### src/rtl/tpi_pkg.sv
// Shared types and constants for the TPI core front end.
// No logic; pure declarations.
// No handshake; imported by fetch and core-level modules.
package tpi_pkg;

    typedef enum logic [1:0] {
        IDLE  = 2'd0,
        RUN   = 2'd1,
        DONE  = 2'd2,
        ERROR = 2'd3
    } fetch_state_t;

    // Canonical RISC-V NOP (addi x0, x0, 0), used by decode for bubbles.
    localparam logic [31:0] NOP_INSTR        = 32'h0000_0013;
    localparam logic [31:0] DEFAULT_RESET_PC = 32'h0000_0000;

endpackage

### src/rtl/fetch_ctrl.sv
// Instruction-fetch sequencer: drives IM word address, holds PC, presents if_instr/if_pc to decode.
// Latency: IM is combinational, one instruction registered per cycle; a redirect costs one bubble.
// Backpressure: fetch register and pc hold while if_valid && !id_ready; redirects override it.
module fetch_ctrl
    import tpi_pkg::*;
#(
    parameter logic [31:0] RESET_PC  = DEFAULT_RESET_PC,
    parameter int unsigned ROM_DEPTH = 32
) (
    input  logic        clk,
    input  logic        rst_n,
    input  logic        start,
    output logic [15:0] im_addr,
    input  logic [31:0] im_instr,
    output logic        if_valid,
    output logic [31:0] if_instr,
    output logic [31:0] if_pc,
    input  logic        id_ready,
    input  logic        redir_valid,
    input  logic [31:0] redir_pc,
    output logic        busy,
    output logic        done,
    output logic        err_misaligned,
    output logic [15:0] instr_count
);

    fetch_state_t state_q, state_d;
    logic [31:0]  pc_q, pc_d;
    logic         if_valid_q, if_valid_d;
    logic [31:0]  if_instr_q, if_instr_d;
    logic [31:0]  if_pc_q, if_pc_d;
    logic [15:0]  instr_count_q, instr_count_d;
    logic         err_q, err_d;

    logic adv;
    logic handshake;
    logic in_image;

    assign adv       = !if_valid_q || id_ready;
    assign handshake = if_valid_q && id_ready;
    // Only the word index matters; the upper bits take part so wrapped or far PCs count as outside the image.
    assign in_image  = ({2'b00, pc_q[31:2]} < ROM_DEPTH);

    // State register and fetch pipeline register, cleared asynchronously.
    always_ff @(posedge clk or negedge rst_n) begin
        if (!rst_n) begin
            state_q       <= IDLE;
            pc_q          <= RESET_PC;
            if_valid_q    <= 1'b0;
            if_instr_q    <= 32'h0;
            if_pc_q       <= 32'h0;
            instr_count_q <= 16'h0;
            err_q         <= 1'b0;
        end else begin
            state_q       <= state_d;
            pc_q          <= pc_d;
            if_valid_q    <= if_valid_d;
            if_instr_q    <= if_instr_d;
            if_pc_q       <= if_pc_d;
            instr_count_q <= instr_count_d;
            err_q         <= err_d;
        end
    end

    // Next-state: redirect beats advance; a handshake in the redirect cycle is still counted.
    always_comb begin
        state_d       = state_q;
        pc_d          = pc_q;
        if_valid_d    = if_valid_q;
        if_instr_d    = if_instr_q;
        if_pc_d       = if_pc_q;
        err_d         = err_q;
        instr_count_d = instr_count_q;

        if (handshake && (instr_count_q != 16'hFFFF)) begin
            instr_count_d = instr_count_q + 16'd1;
        end

        unique case (state_q)
            IDLE: begin
                if (start) begin
                    state_d = RUN;
                end
            end
            RUN, DONE: begin
                if (redir_valid) begin
                    if_valid_d = 1'b0;
                    if (redir_pc[1:0] != 2'b00) begin
                        err_d   = 1'b1;
                        state_d = ERROR;
                    end else begin
                        pc_d    = redir_pc;
                        state_d = RUN;
                    end
                end else if ((state_q == RUN) && adv) begin
                    if (in_image) begin
                        if_instr_d = im_instr;
                        if_pc_d    = pc_q;
                        if_valid_d = 1'b1;
                        pc_d       = pc_q + 32'd4;
                    end else begin
                        if_valid_d = 1'b0;
                        state_d    = DONE;
                    end
                end
            end
            ERROR: begin
                if_valid_d = 1'b0;
            end
            default: begin
                state_d = IDLE;
            end
        endcase
    end

    assign im_addr        = pc_q[17:2];
    assign if_valid       = if_valid_q;
    assign if_instr       = if_instr_q;
    assign if_pc          = if_pc_q;
    assign instr_count    = instr_count_q;
    assign err_misaligned = err_q;
    assign busy           = (state_q == RUN);
    assign done           = (state_q == DONE) && !if_valid_q;

endmodule

### config.mk
export PLATFORM = sky130hd
export DESIGN_NAME = fetch_ctrl
export DESIGN_NICKNAME = d
export VERILOG_FILES = /design/src/rtl/tpi_pkg.sv /design/src/rtl/fetch_ctrl.sv
export SDC_FILE = /design/constraint.sdc
export NUM_CORES = 1
export LEC_CHECK = 0
export CORE_MARGIN = 2
export CORE_UTILIZATION = 41
export CTS_BUF_LIST = sky130_fd_sc_hd__clkbuf_16
export DETAILED_ROUTE_END_ITERATION = 8
export PLACE_DENSITY = 0.81
export SLEW_MARGIN = 5
export SYNTH_ARGS = -nofsm -noshare
export SYNTH_HDL_FRONTEND = slang
export SYNTH_SLANG_ARGS = --single-unit
export TNS_END_PERCENT = 50
### constraint.sdc
create_clock -name clk -period 2.1 [get_ports clk]
set_clock_uncertainty 0.1 [all_clocks]
set_input_delay 0.42 -clock clk [delete_from_list [all_inputs] [get_ports clk]]
set_output_delay 0.42 -clock clk [all_outputs]
set_load 0.05 [all_outputs]
==> flow_summary.json, run 1 <==
{
  "status": "complete, but fails checks",
  "violations": "negative setup slack",
  "viasPerCell": 5.15,
  "yosys.area.top_type": "dfrtp_1",
  "period_needed_ns": 2.19,
  "core.rowCount": 40,
  "crit_path_end_kind": "flip-flop",
  "fmax_ghz": 0.457,
  "synth-seq-cells": 116,
  "nets": 729,
  "syn_nets": 508,
  "post_drt_wl_per_cell_um": 17.3,
  "pwr_density_cell_nw_per_um2": 949,
  "die_h_um": 115,
  "fin_crit_sh": 1.04,
  "grt_pass1_wl_um": 21400,
  "antenna-diode-count": 0,
  "ys_warn_count": 0,
  "num_vias": 4193,
  "multi_input_area_um2": 2020,
  "register_area_um2": 2910,
  "finalHoldViolCount": 0,
  "syn_inst": 433,
  "synth_cell_types": 49,
  "drtIter0Drc": 232,
  "cts_tree": "yes",
  "cts_buffers": 17,
  "syn_to_final_growth_pct": 61.7,
  "synth-seq-area-share": 0.577,
  "antenna_found_initial": 0,
  "die_x_um": 115,
  "ant_nets": 0,
  "design_power_total_w": 0.00772,
  "worst_slack_ns": -0.0890,
  "hpwl_um": 9400,
  "pre_cts_slack_ns": -0.371,
  "synth_area_leaders": "dfrtp_1, mux2_1, nand2_1",
  "crit_type": "reg -> reg",
  "drt-total-wl_um": 14100,
  "rsz0062_at_grt": "yes",
  "htreeDepth": 4,
  "drt_pass1_iterations": 5,
  "avgSynthCellArea_um2": 11.6,
  "hp-class": "reg -> reg",
  "post-place-cells": 764,
  "netlist_area_um2": 5030,
  "worstMarginPinSlew_ns": 0.545,
  "critPathMaxFanout": 8,
  "track_usage": 0.208,
  "place_area_um2": 7070,
  "drv_slew": 0,
  "cts_sinks": 116,
  "die-area_um2": 13200,
  "holdWs_ns": 0.370,
  "design.core.area_um2": 12000,
  "routabilityCongestion": 0.839,
  "p_leak_nw": 4.67,
  "critPathLaunchType": "flip-flop",
  "clockRootBuffer": "clkbuf_16",
  "clk_latency_ns": 0.40,
  "clockBufferDepth": 2,
  "finalSetupViolCount": 40,
  "synth_top_area_share": 0.577,
  "ir_drop_mv": 0.722,
  "ios": 169,
  "async_reset_ff_frac": 1.00,
  "drc_errors": 0,
  "synth_flop_cell": "dfrtp_1",
  "portBuffers": 168,
  "fin_area_um2": 8140,
  "max-cap-violations": 0,
  "clkTransAtPathRegs_ns": 0.05,
  "fin_cells": 814,
  "synth_edf_count": 0,
  "crit_arrival_ns": 2.37,
  "overflow": 0,
  "grt_pass1_vias": 4171,
  "crit_required_ns": 2.28,
  "maxSlewHeadroom": 0.636,
  "nFillCells": 875,
  "grt_max_degree": 72,
  "drive_above_1_share": 0.279,
  "start_util": 0.419
}
==> area by class of cell <==
cell class / instances / area share
repair buffers: 234 / 0.295
well taps: 147 / 0.0226
clock buffers: 17 / 0.0523
clock inverters: 15 / 0.0183
inverters: 11 / 0.00507
multi-input cells: 274 / 0.249
flip-flops and latches: 116 / 0.358
==> final timing paths <==
check / start / end / slack [ns] / cells after the start
worst min-delay path: instr_count[13] / instr_count[13] / 0.37 / 1
worst min register to register: instr_count[13] / instr_count[13] / 0.37 / 1
min in group asynchronous: rst_n / if_instr[8] / 0.46 / 3
max in group asynchronous: rst_n / pc_q[16] / 1.07 / 3
worst max register to register: pc_q[16] / if_instr[0] / -0.09 / 7
worst max-delay path: pc_q[16] / if_instr[0] / -0.09 / 7
==> cells in the final DEF, fill, tap and decap left out, types with 4 or more instances in the layout <==
cell and instances:
buf_6 6, ha_1 5, mux2_1 4, nand4_1 12, mux2_4 24, o21ai_0 8, xor2_1 6, dfrtp_2 8
clkinv_2 4, and2_1 4, inv_1 14, nor4_2 4, a21oi_1 9, clkbuf_16 19, nand2_1 56, clkdlybuf4s50_1 77
xnor2_1 8, buf_12 8, nor2_1 19, dlygate4sd2_1 16, dfrtp_1 108, nor3_1 7, nor2b_1 28, mux2_2 14
buf_4 76, and3_1 8, dlymetal6s2s_1 45, nand3_1 16
==> power by group <==
group          total (W)  internal, W  switching, W
Combinational    0.00227     0.000987       0.00129
Sequential       0.00266      0.00248      0.000184
Clock            0.00279      0.00183      0.000960
Total            0.00772      0.00529       0.00243
==> worst max-delay path, cell delays in order, from the launching register on <==
cell and delay [ns]:
dfrtp_1 0.38, nor4_2 0.31, nand2_1 0.13, nor3_2 0.21, nor3b_4 0.29, buf_6 0.16, clkbuf_16 0.16, mux2_2 0.33
==> synthesized netlist by cell type (2+ instances only) <==
master     number
nor2b_1        28
buf_6           2
buf_8           2
mux2_1         24
buf_4          19
o22a_1          3
a21oi_1         9
ha_1            6
or3_1           2
a31o_2          2
xor2_1          6
a2bb2oi_1       2
dfrtp_1       116
clkbuf_1        6
mux2_2         18
and2_1          5
o22ai_1         2
nor3_1          7
nor2_1         19
o21ai_0         9
o31ai_1         2
nor4_1          7
nand4_1        12
nand2_1        56
and3_1          8
buf_2           3
a31oi_1         2
nand3_1        16
inv_1          11
xnor2_1         8
mux2i_1         3
==> stage by stage <==
stage	util	TNS [ns]
floorplan	-	-0.0405
global placement	0.589	-16.31
detailed placement	0.589	-19.21
CTS	0.652	-1.48
global route	0.678	-7.26
finish	0.678	-2.75
==> layer usage <==
layer / track usage / share of wire / vias up
met5: 0 / 0 / -
met2: 0.350 / 0.50 / 158
li1: - / - / 1938
met1: 0.274 / 0.44 / 2089
met4: 0.0442 / 0.0069 / 0
met3: 0.0564 / 0.061 / 8
==> registers in the layout, summed over array words and instances (netlist names) <==
| name | flops |
|---|---|
| err_misaligned | 1 |
| if_instr | 32 |
| if_pc | 32 |
| if_valid | 1 |
| instr_count | 16 |
| pc_q | 32 |
| state_q | 2 |
==> kinds of logic (layout without fill, tap and decap cells) <==
kind of cell | Yosys count | in the layout | share of synthesized area
compound gates | 44 | 44 | 0.0644
xor+xnor | 14 | 14 | 0.0244
fa+ha+maj | 6 | 6 | 0.0149
buf+inv | 43 | 277 | 0.0544
flops | 116 | 116 | 0.577
mux | 45 | 45 | 0.0999
simple gates | 165 | 165 | 0.165
==> what timing repair did <==
item / CTS / global route
endpoints found under the hold margin: 116 / 0
resized for setup: 39 / 70
pin swaps: 3 / 6
setup buffers: 5 / 8
cloned: 3 / 2
setup endpoints to repair: 67 / 111
hold buffers: 1 / 0
(Power assumes the default switching activity.)
==> inputs of run 2 (changes only) <==
Settings changed: MAX_ROUTING_LAYER from default to met4.
==> flow_summary.json, run 2 (synthesized netlist as in run 1, its figures left out) <==
{
  "hp-class": "reg -> reg",
  "antenna_found_initial": 0,
  "drv_slew": 0,
  "worstMarginPinSlew_ns": 0.546,
  "p_leak_nw": 4.67,
  "clockRootBuffer": "clkbuf_16",
  "post-place-cells": 764,
  "drt_pass1_iterations": 4,
  "fin_cells": 815,
  "crit_arrival_ns": 2.38,
  "ant_nets": 0,
  "antenna-diode-count": 0,
  "portBuffers": 168,
  "period_needed_ns": 2.20,
  "nets": 730,
  "ir_drop_mv": 0.725,
  "design_power_total_w": 0.00773,
  "pre_cts_slack_ns": -0.371,
  "violations": "negative setup slack",
  "track_usage": 0.215,
  "netSwitchingFraction": 0.315,
  "worst_slack_ns": -0.105,
  "die_h_um": 115,
  "rsz0062_at_grt": "yes",
  "p_sw_w": 0.00244,
  "post_drt_wl_per_cell_um": 17.4,
  "pwr_density_cell_nw_per_um2": 949,
  "cts_tree": "yes",
  "critPathMaxFanout": 9,
  "fin_crit_sh": 1.05,
  "power_frac_comb": 0.294,
  "design.core.area_um2": 12000,
  "htreeDepth": 4,
  "finalSetupViolCount": 40,
  "power_frac_seq": 0.344,
  "crit_required_ns": 2.28,
  "num_vias": 4194,
  "fin_util": 0.678,
  "ios": 169,
  "mostFrequentLayoutCells": "dfrtp_1, clkdlybuf4s50_1, buf_4, nand2_1, dlymetal6s2s_1",
  "start_util": 0.419,
  "fmax_ghz": 0.454,
  "grt_max_degree": 72,
  "maxSlewHeadroom": 0.635,
  "hpwl_um": 9400,
  "finalHoldViolCount": 0,
  "die-area_um2": 13200,
  "p_clk_frac": 0.361,
  "grt_pass1_vias": 4164,
  "clk_latency_ns": 0.40,
  "status": "complete, but fails checks",
  "clockBufferDepth": 2,
  "syn_to_final_growth_pct": 61.9,
  "overflow": 0,
  "critPathLaunchType": "flip-flop",
  "viasPerCell": 5.15,
  "internal_power_w": 0.00529,
  "routabilityCongestion": 0.852,
  "crit_path_end_kind": "flip-flop",
  "cts_buffers": 17,
  "grt_pass1_wl_um": 21400,
  "mostFrequentLayoutCell": "dfrtp_1",
  "holdWs_ns": 0.370,
  "clkTransAtPathRegs_ns": 0.05,
  "die_x_um": 115,
  "crit_slowest_cell": "dfrtp_1",
  "path_cells": "nor4_2 > nand2_1 > nor3_2 > nor3b_4 > buf_6 > buf_12 > mux2_2",
  "drt-total-wl_um": 14200,
  "path_delay_family": "simple AND/OR/NAND/NOR gates",
  "drc_errors": 0,
  "max-cap-violations": 0,
  "drive_above_1_share": 0.280,
  "crit_type": "reg -> reg",
  "drtIter0Drc": 265,
  "core.rowCount": 40,
  "worst_path_largest_cell_delay_ns": 0.38,
  "cts_sinks": 116,
  "path_buf_inv": 2
}
[run 2: cell count changes in the layout (fill, tap and decap cells not counted), sizes merged]
cell  previous run  this run
buf             93        94
[run 2: cell type report]
| cell class | count | area, um^2 |
|---|---|---|
| inverters | 11 | 41.3 |
| clock buffers | 17 | 425 |
| fillers | 874 | 3860 |
| well taps | 147 | 184 |
| clock inverters | 15 | 149 |
| multi-input cells | 274 | 2020 |
| repair buffers | 235 | 2410 |
| flip-flops and latches | 116 | 2910 |
[run 2: through the flow]
step / area [um^2] / setup TNS (ns)
after floorplan: 5060 / -0.0405
after global routing: 8150 / -8.59
after detailed placement: 7070 / -19.21
final: 8150 / -3.26
after global placement: 7070 / -16.31
after CTS: 7840 / -1.48
[run 2: power by group through the flow]
stage	clock (W)	sequential [W]	combinational, W
CTS	0.00284	0.00265	0.00224
finish	0.00280	0.00266	0.00227
floorplan	0	0.00271	0.00126
global placement	0	0.00267	0.00217
global route	0.00296	0.00268	0.00243
detailed placement	0	0.00267	0.00222
[run 2: repair_timing]
item                                   4_1_cts  5_1_grt
resized for setup                           39       70
setup buffers                                5        9
pin swaps                                    3        6
cloned                                       3        2
setup endpoints to repair                   67      111
hold buffers                                 1        0
endpoints found under the hold margin      116        0
[run 2: path summary, 6_finish.rpt]
kind | startpoint | end | slack (ns) | cells after the start
max | pc_q[16] | if_instr[31] | -0.10 | 7
min | instr_count[13] | instr_count[13] | 0.37 | 1
max reg2reg | pc_q[16] | if_instr[31] | -0.10 | 7
min reg2reg | instr_count[13] | instr_count[13] | 0.37 | 1
max in group asynchronous | rst_n | pc_q[8] | 1.08 | 3
min in group asynchronous | rst_n | if_instr[8] | 0.46 | 3
[run 2: worst register-to-register path, delay by kind of cell, from the launching register on]
| kind | cells | cell delay, ns |
|---|---|---|
| buffers and inverters | 2 | 0.31 |
| flip-flops | 1 | 0.38 |
| multiplexers | 1 | 0.35 |
| AND/OR/NAND/NOR | 4 | 0.94 |
[run 2: per-layer routing]
metal,wire length [um],vias to the layer above,global-route usage
met5,0,-,-
li1,-,1939,-
met4,122,0,0.0466
met2,7040,153,0.349
met3,849,11,0.0532
met1,6140,2091,0.275
